### config.mk
export PLATFORM = sky130hd
export DESIGN_NAME = rect_stream_dma_flat
export DESIGN_NICKNAME = d
export VERILOG_FILES = /design/src/rtl/rect_stream_dma_if.sv /design/src/rtl/rect_stream_dma.sv /design/src/flat_wrapper.sv
export SDC_FILE = /design/constraint.sdc
export NUM_CORES = 1
export LEC_CHECK = 0
export CORE_AREA = 2 2 169 171
export CTS_BUF_LIST = sky130_fd_sc_hd__clkbuf_16
export CTS_CLUSTER_SIZE = 30
export DETAILED_ROUTE_END_ITERATION = 7
export DIE_AREA = 0 0 171 173
export PLACE_DENSITY = 0.53
export REMOVE_ABC_BUFFERS = 1
export SETUP_SLACK_MARGIN = 0.15
export SYNTH_ARGS = -nofsm -noshare
export SYNTH_HDL_FRONTEND = slang
export SYNTH_SLANG_ARGS = --single-unit
export TNS_END_PERCENT = 5
### constraint.sdc
create_clock -name clk -period 5.1 [get_ports clk]
set_input_delay 1.02 -clock clk [delete_from_list [all_inputs] [get_ports clk]]
set_output_delay 1.02 -clock clk [all_outputs]
set_load 0.01 [all_outputs]
### src/rtl/rect_stream_dma_if.sv
// rect_stream_dma_if: data-memory read port plus the GPU word stream.
// master = DMA side (drives read strobe/address and stream), slave = memory/GPU side.
`ifndef DATA_ADDR_WIDTH
`define DATA_ADDR_WIDTH 16
`endif

interface rect_stream_dma_if #(
    parameter int ADDR_WIDTH = `DATA_ADDR_WIDTH
);
    logic                  mem_rd_en;
    logic [ADDR_WIDTH-1:0] mem_rd_addr;
    logic [15:0]           mem_rd_data;
    logic                  out_valid;
    logic                  out_ready;
    logic [15:0]           out_data;
    logic                  out_last;

    modport master (
        output mem_rd_en,
        output mem_rd_addr,
        input  mem_rd_data,
        output out_valid,
        input  out_ready,
        output out_data,
        output out_last
    );

    modport slave (
        input  mem_rd_en,
        input  mem_rd_addr,
        output mem_rd_data,
        input  out_valid,
        output out_ready,
        input  out_data,
        input  out_last
    );
endinterface

### src/rtl/rect_stream_dma.sv
// rect_stream_dma: walks RECT_COUNT six-word rectangle records, resolves relative
// coordinates against a cursor and streams visible rectangles as 6-word packets.
// Ports: clk, reset (async high), copy_start, bus (memory read + stream, master),
//        busy, done (1-cycle pulse), rect_emitted (visible packets this frame).
`ifndef DATA_ADDR_WIDTH
`define DATA_ADDR_WIDTH 16
`endif
`ifndef RECT_MEM
`define RECT_MEM 'h0100
`endif

module rect_stream_dma #(
    parameter int                    COORD_WIDTH = 16,
    parameter int                    ADDR_WIDTH  = `DATA_ADDR_WIDTH,
    parameter logic [ADDR_WIDTH-1:0] RECT_ADDR   = ADDR_WIDTH'(`RECT_MEM),
    parameter int                    RECT_COUNT  = 64,
    parameter int                    CNT_WIDTH   = $clog2(RECT_COUNT + 1)
) (
    input  logic                 clk,
    input  logic                 reset,
    input  logic                 copy_start,
    rect_stream_dma_if.master    bus,
    output logic                 busy,
    output logic                 done,
    output logic [CNT_WIDTH-1:0] rect_emitted
);

    typedef enum logic [2:0] {
        IDLE,
        RD_FLAGS,
        WAIT_FLAGS,
        HDR,
        RD_FIELDS,
        NEXT,
        DRAIN
    } state_t;

    localparam logic [CNT_WIDTH-1:0] LAST_IDX = CNT_WIDTH'(RECT_COUNT - 1);

    state_t                 state, state_n;
    logic [ADDR_WIDTH-1:0]  base;
    logic [CNT_WIDTH-1:0]   rec_idx;
    logic [2:0]             fld_rd;
    logic [2:0]             fld_rx;
    logic [2:0]             last_fld;
    logic                   vis, abs_f;
    logic                   rd_pend;
    logic [COORD_WIDTH-1:0] cur_x, cur_y;
    logic [COORD_WIDTH-1:0] fld_c, sum_x, sum_y;

    logic [15:0]            fifo [2];
    logic                   wr_ptr, rd_ptr;
    logic [1:0]             count;
    // Set while the newest FIFO entry is a colour word whose out_last is
    // still undecided; it may only leave once that decision is known.
    logic                   hold;

    logic                   pop, push, hdr_push, fld_push, fld_issue, color_push;
    logic                   rd_en;
    logic [ADDR_WIDTH-1:0]  rd_addr;
    logic [2:0]             occ_n;
    logic [15:0]            fld_word, push_data;

    assign fld_c = bus.mem_rd_data[COORD_WIDTH-1:0];
    assign sum_x = cur_x + fld_c;
    assign sum_y = cur_y + fld_c;

    always_comb begin
        unique case (fld_rx)
            3'd1:    fld_word = abs_f ? bus.mem_rd_data : 16'(sum_x);
            3'd2:    fld_word = abs_f ? bus.mem_rd_data : 16'(sum_y);
            3'd5:    fld_word = bus.mem_rd_data;
            default: fld_word = 16'(fld_c);
        endcase
    end

    assign bus.out_valid = (count != 2'd0) &&
                           !(hold && count == 2'd1 && state != DRAIN);
    assign bus.out_last  = bus.out_valid && hold && count == 2'd1;
    assign bus.out_data  = fifo[rd_ptr];
    assign bus.mem_rd_en   = rd_en;
    assign bus.mem_rd_addr = rd_addr;

    assign pop        = bus.out_valid && bus.out_ready;
    assign push       = hdr_push || fld_push;
    assign push_data  = fld_push ? fld_word : 16'h0000;
    assign color_push = fld_push && fld_rx == 3'd5;
    assign busy       = (state != IDLE);

    always_comb begin
        state_n   = state;
        rd_en     = 1'b0;
        rd_addr   = base;
        hdr_push  = 1'b0;
        fld_push  = 1'b0;
        fld_issue = 1'b0;
        done      = 1'b0;
        occ_n     = 3'd0;
        unique case (state)
            IDLE: begin
                if (copy_start) state_n = RD_FLAGS;
            end
            RD_FLAGS: begin
                rd_en   = 1'b1;
                state_n = WAIT_FLAGS;
            end
            WAIT_FLAGS: begin
                if (!bus.mem_rd_data[1]) begin
                    if (count != 2'd2 || pop) begin
                        hdr_push = 1'b1;
                        state_n  = RD_FIELDS;
                    end else begin
                        state_n  = HDR;
                    end
                end else if (bus.mem_rd_data[0]) begin
                    state_n = RD_FIELDS;
                end else begin
                    state_n = NEXT;
                end
            end
            HDR: begin
                if (count != 2'd2 || pop) begin
                    hdr_push = 1'b1;
                    state_n  = RD_FIELDS;
                end
            end
            RD_FIELDS: begin
                fld_push = rd_pend && vis;
                // Occupancy next cycle; a new read lands then and must fit.
                occ_n = 3'(count) + 3'(fld_push) - 3'(pop);
                if (rd_pend && fld_rx == last_fld) begin
                    state_n = NEXT;
                end else if (fld_rd <= last_fld && occ_n < 3'd2) begin
                    fld_issue = 1'b1;
                    rd_en     = 1'b1;
                    rd_addr   = base + ADDR_WIDTH'(fld_rd);
                end
            end
            NEXT: begin
                state_n = (rec_idx == LAST_IDX) ? DRAIN : RD_FLAGS;
            end
            DRAIN: begin
                if (count == 2'd0) begin
                    done    = 1'b1;
                    state_n = IDLE;
                end
            end
            default: state_n = IDLE;
        endcase
    end

    always_ff @(posedge clk or posedge reset) begin
        if (reset) begin
            state        <= IDLE;
            base         <= RECT_ADDR;
            rec_idx      <= '0;
            fld_rd       <= 3'd1;
            fld_rx       <= 3'd1;
            last_fld     <= 3'd5;
            vis          <= 1'b0;
            abs_f        <= 1'b0;
            rd_pend      <= 1'b0;
            cur_x        <= '0;
            cur_y        <= '0;
            wr_ptr       <= 1'b0;
            rd_ptr       <= 1'b0;
            count        <= 2'd0;
            hold         <= 1'b0;
            rect_emitted <= '0;
        end else begin
            state   <= state_n;
            rd_pend <= fld_issue;
            if (state == IDLE && copy_start) begin
                rec_idx      <= '0;
                base         <= RECT_ADDR;
                rect_emitted <= '0;
            end
            if (state == WAIT_FLAGS) begin
                vis      <= ~bus.mem_rd_data[1];
                abs_f    <= bus.mem_rd_data[0];
                fld_rd   <= 3'd1;
                last_fld <= bus.mem_rd_data[1] ? 3'd2 : 3'd5;
            end
            if (fld_issue) begin
                fld_rd <= fld_rd + 3'd1;
                fld_rx <= fld_rd;
            end
            if (state == RD_FIELDS && rd_pend && abs_f) begin
                if (fld_rx == 3'd1) cur_x <= fld_c;
                if (fld_rx == 3'd2) cur_y <= fld_c;
            end
            if (state == NEXT) begin
                base    <= base + ADDR_WIDTH'(6);
                rec_idx <= rec_idx + 1'b1;
            end
            if (push) wr_ptr <= ~wr_ptr;
            if (pop)  rd_ptr <= ~rd_ptr;
            count <= count + 2'(push) - 2'(pop);
            if (color_push) begin
                hold         <= 1'b1;
                rect_emitted <= rect_emitted + 1'b1;
            end else if (hdr_push || (pop && count == 2'd1)) begin
                hold <= 1'b0;
            end
        end
    end

    always_ff @(posedge clk) begin
        if (push) fifo[wr_ptr] <= push_data;
    end

endmodule
### src/flat_wrapper.sv
// flat-port wrapper written by rule: the top's interface ports become plain ports
module rect_stream_dma_flat 
#(
    parameter int                    COORD_WIDTH = 16,
    parameter int                    ADDR_WIDTH  = `DATA_ADDR_WIDTH,
    parameter logic [ADDR_WIDTH-1:0] RECT_ADDR   = ADDR_WIDTH'(`RECT_MEM),
    parameter int                    RECT_COUNT  = 64,
    parameter int                    CNT_WIDTH   = $clog2(RECT_COUNT + 1)
)
  (clk, reset, copy_start, busy, done, rect_emitted, bus_mem_rd_en, bus_mem_rd_addr, bus_mem_rd_data, bus_out_valid, bus_out_ready, bus_out_data, bus_out_last);
  rect_stream_dma_if #(.ADDR_WIDTH(ADDR_WIDTH)) bus_i ();
  input  logic clk;
  input  logic reset;
  input  logic copy_start;
  output logic busy;
  output logic done;
  output logic [CNT_WIDTH-1:0] rect_emitted;
  output wire logic [$bits(bus_i.mem_rd_en)-1:0] bus_mem_rd_en;
  output wire logic [$bits(bus_i.mem_rd_addr)-1:0] bus_mem_rd_addr;
  input wire logic [$bits(bus_i.mem_rd_data)-1:0] bus_mem_rd_data;
  output wire logic [$bits(bus_i.out_valid)-1:0] bus_out_valid;
  input wire logic [$bits(bus_i.out_ready)-1:0] bus_out_ready;
  output wire logic [$bits(bus_i.out_data)-1:0] bus_out_data;
  output wire logic [$bits(bus_i.out_last)-1:0] bus_out_last;
  assign bus_mem_rd_en = bus_i.mem_rd_en;
  assign bus_mem_rd_addr = bus_i.mem_rd_addr;
  assign bus_i.mem_rd_data = bus_mem_rd_data;
  assign bus_out_valid = bus_i.out_valid;
  assign bus_i.out_ready = bus_out_ready;
  assign bus_out_data = bus_i.out_data;
  assign bus_out_last = bus_i.out_last;
  rect_stream_dma #(.COORD_WIDTH(COORD_WIDTH), .ADDR_WIDTH(ADDR_WIDTH), .RECT_ADDR(RECT_ADDR), .RECT_COUNT(RECT_COUNT), .CNT_WIDTH(CNT_WIDTH)) u_core (.clk(clk), .reset(reset), .copy_start(copy_start), .bus(bus_i), .busy(busy), .done(done), .rect_emitted(rect_emitted));
endmodule
== After elaboration in Yosys (flattened, before gate mapping) ==
Memories as Yosys holds them, arrays and structs flattened.
Cells that the tools add are included.

* Bits in registers: 82
* Bits in writable memories: 32
* Input bits: 20
* Output and inout port bits: 44
* Word-level logic and storage cells: 118
* Memories kept: 1

* Add/subtract/negate cells: 11
* Magnitude comparators: 2
* Eq/ne operators: 18
* Multiplexer cells: 38
* Bitwise gates (word level): 3
* Reduce and logical (&&, ||, !) cells: 29

{| class="wikitable"
|+ Memories
! name !! depth !! bits a word !! read ports !! clocked after Yosys merged registers in !! wr ports !! RTL line !! text
|-
| u_core.fifo || 2 || 16 || 1 || 0 || 1 || rect_stream_dma.sv:51 || <nowiki>logic [15:0] fifo [2];</nowiki>
|}

{| class="wikitable"
|+ Operators by type and width
! operator !! number
|-
| 16-bit 2-to-1 mux || 8
|-
| 16-bit adder || 2
|-
| 16-bit one-hot mux with 2 select lines || 1
|-
| 3-bit 2-to-1 mux || 10
|-
| 7-bit 2-to-1 mux || 3
|-
| 3-bit one-hot mux with 7 select lines || 1
|-
| 16-bit by 3-bit adder with 16-bit output || 1
|-
| 16-bit by 3-bit adder with 16-bit output (second input constant) || 1
|-
| 7-bit by 1-bit adder with 7-bit output (second input constant) || 2
|-
| 1-bit logical AND || 14
|-
| 1-bit 2-to-1 mux || 13
|-
| 3-bit == test (second input constant) || 4
|-
| 2-bit nonzero test || 5
|-
| 3-bit by 2-bit == test with 1-bit output (second input constant) || 3
|-
| 7-bit by 6-bit == test with 1-bit output (second input constant) || 1
|-
| 3-bit by 1-bit == test with 1-bit output (second input constant) || 2
|-
| 2-bit by 1-bit != test with 1-bit output (second input constant) || 3
|-
| 2-bit != test (second input constant) || 2
|-
| 1-bit one-hot mux with 2 select lines || 2
|-
| 2-bit AND reduction || 2
|-
| 4-bit AND reduction || 1
|-
| 2-bit by 1-bit adder with 3-bit output || 1
|-
| 3-bit by 1-bit adder with 3-bit output (second input constant) || 1
|-
| 3-bit == test || 1
|-
| other kinds (13) || 17
|}

== Longest topological paths before layout ==
Gate-level depths: netlist (run 1).

* Depth after elaboration: 13
* Depth in mapped cells: 19
* Gate-level depth less buffers: 17

== Worst setup path after synthesis (run 1) ==
OpenSTA, ideal clock, no wires.

* Path kind: register -> output
* Start point: register u_core.state[0]
* End point: output bus_mem_rd_addr[15]
* Data arrival time: 3,221 ps
* Required time: 4,080 ps
* Slack: 859 ps
* Stages on the path, launching flop included: 19
* Path buffers: 1
* Cell sequence: dfrtp_1 buf_2 inv_1 nand3_1 a21oi_1 or2_2 nand2_1 inv_1 ha_1 inv_1 nand3_1 fa_1 xnor2_1 nand3_1 nor2_1 nor4b_4 nand2_2 nor2_1 xor2_1

* Longest elaborated chain between the ends: 11
* Elaborated cells between the ends (all ways): 12
* Those cells by class: add/sub (1); order compare (1); eq/ne (2); mux (3); reduce/logical (5)

{| class="wikitable"
|+ Ends and longest elaborated chain
! element !! RTL line !! text
|-
| from (decl) || rect_stream_dma.sv:40 || <nowiki>state_t state, state_n;</nowiki>
|-
| from (signal assigned) || rect_stream_dma.sv:171 || <nowiki>state <= state_n;</nowiki>
|-
| 3-bit != test || rect_stream_dma.sv:78 || <nowiki>!(hold && count == 2'd1 && state != DRAIN);</nowiki>
|-
| 1-bit logical AND || rect_stream_dma.sv:78 ||
|-
| 1-bit logical NOT || rect_stream_dma.sv:78 ||
|-
| 1-bit logical AND || rect_stream_dma.sv:77 || <nowiki>assign bus.out_valid = (count != 2'd0) &&</nowiki>
|-
| net bus_out_valid || flat_wrapper.sv:21 || <nowiki>output wire logic [$bits(bus_i.out_valid)-1:0] bus_out_valid;</nowiki>
|-
| 1-bit logical AND || rect_stream_dma.sv:84 || <nowiki>assign pop = bus.out_valid && bus.out_ready;</nowiki>
|-
| net u_core.pop || rect_stream_dma.sv:58 || <nowiki>logic pop, push, hdr_push, fld_push, fld_issue, color_push;</nowiki>
|-
| 3-bit by 1-bit subtractor with 3-bit output || rect_stream_dma.sv:130 || <nowiki>occ_n = 3'(count) + 3'(fld_push) - 3'(pop);</nowiki>
|-
| 3-bit by 2-bit less-than comparator with 1-bit output || rect_stream_dma.sv:133 || <nowiki>end else if (fld_rd <= last_fld && occ_n < 3'd2) begin</nowiki>
|-
| 1-bit logical AND || rect_stream_dma.sv:133 ||
|-
| 16-bit 2-to-1 mux || rect_stream_dma.sv:133 ||
|-
| 16-bit 2-to-1 mux || rect_stream_dma.sv:131 || <nowiki>if (rd_pend && fld_rx == last_fld) begin</nowiki>
|-
| 16-bit 2-to-1 mux || rect_stream_dma.sv:99 || <nowiki>unique case (state)</nowiki>
|-
| to (decl) || flat_wrapper.sv:19 || <nowiki>output wire logic [$bits(bus_i.mem_rd_addr)-1:0] bus_mem_rd_addr;</nowiki>
|}

The timed path passes the listed nets, and every way through them passes these cells.

== Worst setup path after layout (run 1) ==
* Start point: input bus_out_ready
* End point: output bus_mem_rd_addr[14]

* Longest elaborated chain between the ends: 7

{| class="wikitable"
|+ Ends and longest elaborated chain
! element !! RTL line !! text
|-
| from (decl) || flat_wrapper.sv:22 || <nowiki>input wire logic [$bits(bus_i.out_ready)-1:0] bus_out_ready;</nowiki>
|-
| 1-bit logical AND || rect_stream_dma.sv:84 ||
|-
| net u_core.pop || rect_stream_dma.sv:58 ||
|-
| 3-bit by 1-bit subtractor with 3-bit output || rect_stream_dma.sv:130 ||
|-
| 3-bit by 2-bit less-than comparator with 1-bit output || rect_stream_dma.sv:133 ||
|-
| 1-bit logical AND || rect_stream_dma.sv:133 ||
|-
| 16-bit 2-to-1 mux || rect_stream_dma.sv:133 ||
|-
| 16-bit 2-to-1 mux || rect_stream_dma.sv:131 ||
|-
| 16-bit 2-to-1 mux || rect_stream_dma.sv:99 ||
|}

The timed path passes the listed nets, and every way through them passes these cells.

==> results of run 1 <==
## logic make-up after synthesis
family          after synthesis  share of synthesized area
simple gates                203                      0.145
fa+ha+maj                    45                     0.0854
flops                       112                      0.433
buf+inv                      41                     0.0245
xor+xnor                     44                     0.0562
mux                          57                     0.0933
compound gates              169                      0.162
## critical path, delay by kind of cell
kind,cells,cell delay [ns]
adder cells (fa/ha/maj),2,0.67
buffers and inverters,4,0.82
AND/OR/NAND/NOR,7,0.97
XOR/XNOR,2,0.29
## synthesized netlist by cell type, types with 13 or more instances
master / n
a21oi_1: 42
clkbuf_1: 16
dfrtp_1: 76
edfxtp_1: 32
ha_1: 42
inv_1: 17
mux2_2: 40
nand2_1: 56
nand3_1: 33
nor2_1: 49
o211ai_1: 13
o21ai_0: 41
xnor2_1: 23
xor2_1: 21
## power by group
group	switching (mW)	internal [mW]	leakage (nW)	total (mW)
clock	0.375	0.399	0.158	0.774
sequential	0.221	1.17	1.36	1.39
combinational	0.992	0.873	2.11	1.86
## metrics by stage
step / util / cells / TNS [ns]
floorplan: - / 649 / 0
global route: 0.299 / 1118 / 0
global placement: 0.288 / 1101 / 0
detailed placement: 0.288 / 1101 / -0.0523
CTS: 0.299 / 1118 / 0
finish: 0.299 / 1118 / 0
## sequential cells by signal (all words and copies together), names as in the netlist
name,count
u_core.rd_pend,1
u_core.abs_f,1
u_core.state,3
u_core.wr_ptr,1
u_core.vis,1
u_core.rect_emitted,7
u_core.cur_y,16
u_core.count,2
u_core.last_fld,2
u_core.fld_rd,3
u_core.fifo,32
u_core.fld_rx,3
u_core.cur_x,16
u_core.rec_idx,7
u_core.hold,1
u_core.rd_ptr,1
u_core.base,15
## layer usage
layer  global-route usage  vias up  part of all wire
met3               0.0279        9             0.051
li1                     -     2599                 -
met5                    0        -                 0
met2                0.182       98              0.45
met1                0.155     2474              0.49
met4               0.0212        0            0.0075
## final cells by class
| type | instances | area share |
|---|---|---|
| multi-input combinational | 518 | 0.452 |
| sequential | 112 | 0.359 |
| timing repair buffer | 75 | 0.0842 |
| tap | 378 | 0.0573 |
| clock buffer | 9 | 0.0273 |
| clock inverter | 7 | 0.0115 |
| inverter | 19 | 0.00879 |
## worst max path at each step
stage                                startpoint                   to  slack (ns)  cells after the start
finish                            bus_out_ready  bus_mem_rd_addr[14]        0.31                     15
detailed placement                bus_out_ready  bus_mem_rd_addr[15]       -0.03                     15
CTS                               bus_out_ready   bus_mem_rd_addr[1]        0.15                     16
global route                      bus_out_ready  bus_mem_rd_addr[10]        0.06                     15
global placement                  bus_out_ready  bus_mem_rd_addr[15]        0.05                     15
floorplan           u_core.state[0]$_DFFE_PP0P_  bus_mem_rd_addr[15]        0.84                     17
## what timing repair did
| item | CTS | global route |
|---|---|---|
| setup endpoints to repair | 11 | 16 |
| buffers inserted | 1 | 0 |
| pin swaps | 1 | 1 |
| gates resized for setup | 11 | 24 |
| endpoints found under the hold margin | 0 | 0 |
| hold buffers | 0 | 0 |
==> out/results.tsv, run 1 <==
metric	value	unit
period_share	0.940	
ant_nets	0	
grt_overflow_total	0	
cts_max_level	3	
syn_area_per_cell	10.2	um2
layout.nets	800	
fillCellCount	2905	
worstMarginPinSlew	0.984	ns
timing.hold.worst_endpoint	u_core.rect_emitted[6]$_DFFE_PP0P_	
slew_violations	0	
hold_path_startpoint	u_core.rect_emitted[6]$_DFFE_PP0P_	
synth-seq-cells	112	
final_cell_area	8260	um2
final_cell_mix	dfrtp_1, nand2_1, nor2_1, clkdlybuf4s50_1	
ff2ff_path_depth	18	
r2r_slack	2.03	ns
core-area	27600	um2
synth_edf_count	32	
route.vias.total	5180	
synth_cells	671	
placed_cell_area	7950	um2
fp-row-count	61	
status	finished, final reports clean	
rsz0062_at_grt	true	
clk_transition_reported_paths	0.08	ns
clk_latency	0.36	ns
n_antenna_cell	0	
required	4.08	ns
fin_crit	4.79	ns
crit_slowest_cell	clkdlybuf4s50_1	
wire_per_inst	14.6	um
start_util	0.248	
hold_violations	0	
seq_area	2970	um2
timing.final.ws_setup	0.308	ns
total_power	4.03	mW
grt_pass1_vias	5040	
yosys.area.top_type	dfrtp_1	
ios	64	
cp.arrival	3.77	ns
synth_cell_types	65	
grt.total_usage	0.113	
gp_congestion	0.826	
drt_iter0_drc	324	
port_buffers	63	
whs	0.485	ns
multi_input_area	3730	um2
crit_path_start_kind	input pin	
cp-end-kind	output pin	
min_path_cells	1	
root_buffer	clkbuf_16	
synthToLayoutAreaGrowth	20.5	%
async_reset_ff_frac	0.714	
cts_buffers	9	
timing.rr.end	u_core.fld_rd[2]$_DFFE_PP0P_	
ys.flop_type	dfrtp_1	
grt_max_degree	48	
dp_slack	-0.0345	ns
antenna_found_initial	0	
max_stage_delay	0.42	ns
cts_tree	done	
cts_max_path_buffers	2	
p_per_area	487	nW/um2
ys_seq_area_frac	0.433	
synth.area.top_cells	dfrtp_1, edfxtp_1, ha_1	
worstSetupPathType	input pin to output pin	
relSlewSlack	0.343	
wl	16400	um
die_area	29600	um2
layout_commonest_cell	dfrtp_1	
hp-class	flip-flop to flip-flop	
synth_top_area_share	0.277	
setup_viol	0	
synth_area	6850	um2
die_h	173	um
fin_skew	0.00913	ns
cts_sinks	112	
die_x	171	um
p_leak	3.63	nW
crit_fanout	7	
r2r-start	u_core.state[0]$_DFFE_PP0P_	
max_freq	209	MHz
avgViaCountPerCell	4.63	
grt_pass1_wl	26700	um
yosys_warnings	0	
drive_gt1_frac	0.136	
post-route-drc-count	0	
path_cells	clkdlybuf4s50_1, nand2_1, inv_1, ha_1, inv_1, nand3_1, fa_1, xnor2_1, nand3_1, nor2_2, nor4b_4, nand2_2, nor2_1, xor2_1, dlygate4sd2_1	
dr.pass1.iters	5	
hpwl	12000	um
ir_drop	176	uV
cap_violations	0	
Power figures use the tool's default switching activity.
==> run 2: changes to the inputs <==
--- a/config.mk
+++ b/config.mk
@@ -10,6 +10,7 @@
 export CTS_CLUSTER_SIZE = 30
 export DETAILED_ROUTE_END_ITERATION = 7
 export DIE_AREA = 0 0 171 173
+export HOLD_SLACK_MARGIN = 0.06
 export PLACE_DENSITY = 0.53
 export REMOVE_ABC_BUFFERS = 1
 export SETUP_SLACK_MARGIN = 0.15
==> results of run 2 <==
Same layout as run 1: the final DEF is identical, and so are final timing and power.
==> run 3: changes to the inputs <==
--- a/config.mk
+++ b/config.mk
@@ -5,13 +5,15 @@
 export SDC_FILE = /design/constraint.sdc
 export NUM_CORES = 1
 export LEC_CHECK = 0
-export CORE_AREA = 2 2 169 171
+export CAP_MARGIN = 20
+export CORE_AREA = 2 2 112 114
 export CTS_BUF_LIST = sky130_fd_sc_hd__clkbuf_16
 export CTS_CLUSTER_SIZE = 30
 export DETAILED_ROUTE_END_ITERATION = 7
-export DIE_AREA = 0 0 171 173
+export DIE_AREA = 0 0 114 116
+export GPL_TIMING_DRIVEN = 1
 export HOLD_SLACK_MARGIN = 0.06
-export PLACE_DENSITY = 0.53
+export PLACE_DENSITY = 0.92
 export REMOVE_ABC_BUFFERS = 1
 export SETUP_SLACK_MARGIN = 0.15
 export SYNTH_ARGS = -nofsm -noshare
==> run 3 against run 2 <==
Hold slack improved by 0.0067 ns. Sequential power about the same. Wire length fell by 4.2%. Largest power group unchanged. Highest routed layer unchanged. First-iteration DRC count up 27%. Flip-flop and latch count stayed put.
==> out/results.tsv, run 3 (synthesis results as in run 1) <==
metric	value	unit
cts_max_level	3	
ant_nets	0	
p_per_area	496	nW/um2
crit_fanout	5	
core-area	11900	um2
fp-row-count	40	
drt_iter0_drc	410	
crit_path_start_kind	input pin	
path_buf_inv	5	
tns	0	ns
start_util	0.575	
drive_gt1_frac	0.136	
path_cells	clkdlybuf4s50_1, nand2_1, inv_1, ha_1, inv_1, nand3_1, fa_1, xnor2_1, nand3_1, nor2_2, nor4b_4, nand2_2, buf_4, nor2_2, xor2_1, clkbuf_2	
clk_transition_reported_paths	0.07	ns
required	4.08	ns
cts_sinks	112	
status	finished, final reports clean	
cp.arrival	3.81	ns
die_h	116	um
dr.pass1.iters	5	
relSlewSlack	0.366	
final_cell_mix	dfrtp_1, nand2_1, clkdlybuf4s50_1	
hp-class	flip-flop to flip-flop	
crit_slowest_cell	clkdlybuf4s50_1	
worstMarginPinSlew	0.949	ns
antenna_found_initial	0	
rsz0062_at_grt	true	
max_freq	207	MHz
slew_violations	0	
wl	15700	um
die_x	114	um
ir_drop	286	uV
cp_top_family	simple AND/OR/NAND/NOR gates	
hpwl	11500	um
grt_overflow_total	0	
cts_buffers	9	
root_buffer	clkbuf_16	
synthToLayoutAreaGrowth	15.8	%
r2r_slack	1.93	ns
reg.largest.list	u_core.fifo x32, u_core.cur_x x16, u_core.cur_y x16	
grt_max_degree	50	
route.vias.total	5491	
placed_cells	870	
grt_pass1_wl	25600	um
setup_viol	0	
top_register	u_core.fifo	
final_util	0.666	
timing.final.ws_setup	0.268	ns
wire_per_inst	17.6	um
fin_crit	4.83	ns
layout.nets	803	
port_buffers	63	
cts_max_path_buffers	2	
avgViaCountPerCell	6.17	
hold_violations	0	
cap_violations	0	
total_power	3.94	mW
worstSetupPathType	input pin to output pin	
die_area	13200	um2
max_stage_delay	0.41	ns
p_leak	3.58	nW
ios	64	
largest_reg_flops	32	
gp_congestion	0.876	
cp-end-kind	output pin	
post-route-drc-count	0	
fin_skew	0.00740	ns
stdcell_count	890	
n_antenna_cell	0	
layout_commonest_cell	dfrtp_1	
period_share	0.947	
dp_slack	-0.0675	ns
grt_pass1_vias	5400	
cts_tree	done	
clk_latency	0.35	ns
grt.total_usage	0.241	
run 3: worst paths after layout:
| check | to | from | cells after the start |
|---|---|---|---|
| worst max-delay path | bus_mem_rd_addr[13] | bus_out_ready | 16 |
| worst min-delay path | u_core.cur_y[2]$_DFFE_PP0P_ | u_core.cur_y[2]$_DFFE_PP0P_ | 1 |
| worst max register to register | u_core.fld_rd[2]$_DFFE_PP0P_ | u_core.state[0]$_DFFE_PP0P_ | 18 |
| worst min register to register | u_core.cur_y[2]$_DFFE_PP0P_ | u_core.cur_y[2]$_DFFE_PP0P_ | 1 |
| max in group asynchronous | u_core.fld_rx[0]$_DFFE_PP1P_ | reset | 4 |
| min in group asynchronous | u_core.cur_x[13]$_DFFE_PP0P_ | reset | 2 |
run 3: repair_timing:
item,CTS,global route
setup endpoints to repair,12,15
pin swaps,0,1
buffers inserted,0,3
gates cloned,0,0
hold buffers,0,0
gates resized for setup,11,23
run 3: area by class of cell:
cell class              count  area, um2
flip-flops and latches    112       2970
clock inverters             7       38.8
inverters                  19       71.3
fillers                   899       3970
multi-input cells         518       3730
well taps                 147        184
repair buffers             78        719
clock buffers               9        225
run 3: stage by stage:
stage               hold WS (ns)  area [um2]
floorplan                  0.455        6760
global placement           0.461        7650
detailed placement         0.481        7650
CTS                        0.497        7910
global route               0.509        7940
finish                     0.491        7940
run 3: layer usage:
metal  track usage  wire, um  up-vias
met1         0.304      6580     2642
met4        0.0902       340        0
met2         0.423      7700      209
met3        0.0361      1060       37
met5             0         0        -
li1              -         -     2603
run 3: power breakdown:
part           switching [mW]  total [mW]  leakage [nW]  internal, mW
registers               0.230        1.40          1.36          1.17
logic                    1.01        1.89          2.09         0.876
clock network           0.323       0.651         0.138         0.328
run 3: worst reg2reg max path: stages, from the launching register on:
cell,delay (ns)
dfrtp_1,0.36
inv_1,0.12
nand3_2,0.13
a21oi_1,0.07
or2_2,0.29
nand2_1,0.09
inv_1,0.06
ha_1,0.29
inv_1,0.08
nand3_1,0.09
fa_1,0.40
xnor2_1,0.16
nand3_1,0.11
nor2_2,0.12
nand2b_1,0.10
buf_4,0.17
and2_1,0.16
o21ai_0,0.17
o21ai_1,0.09
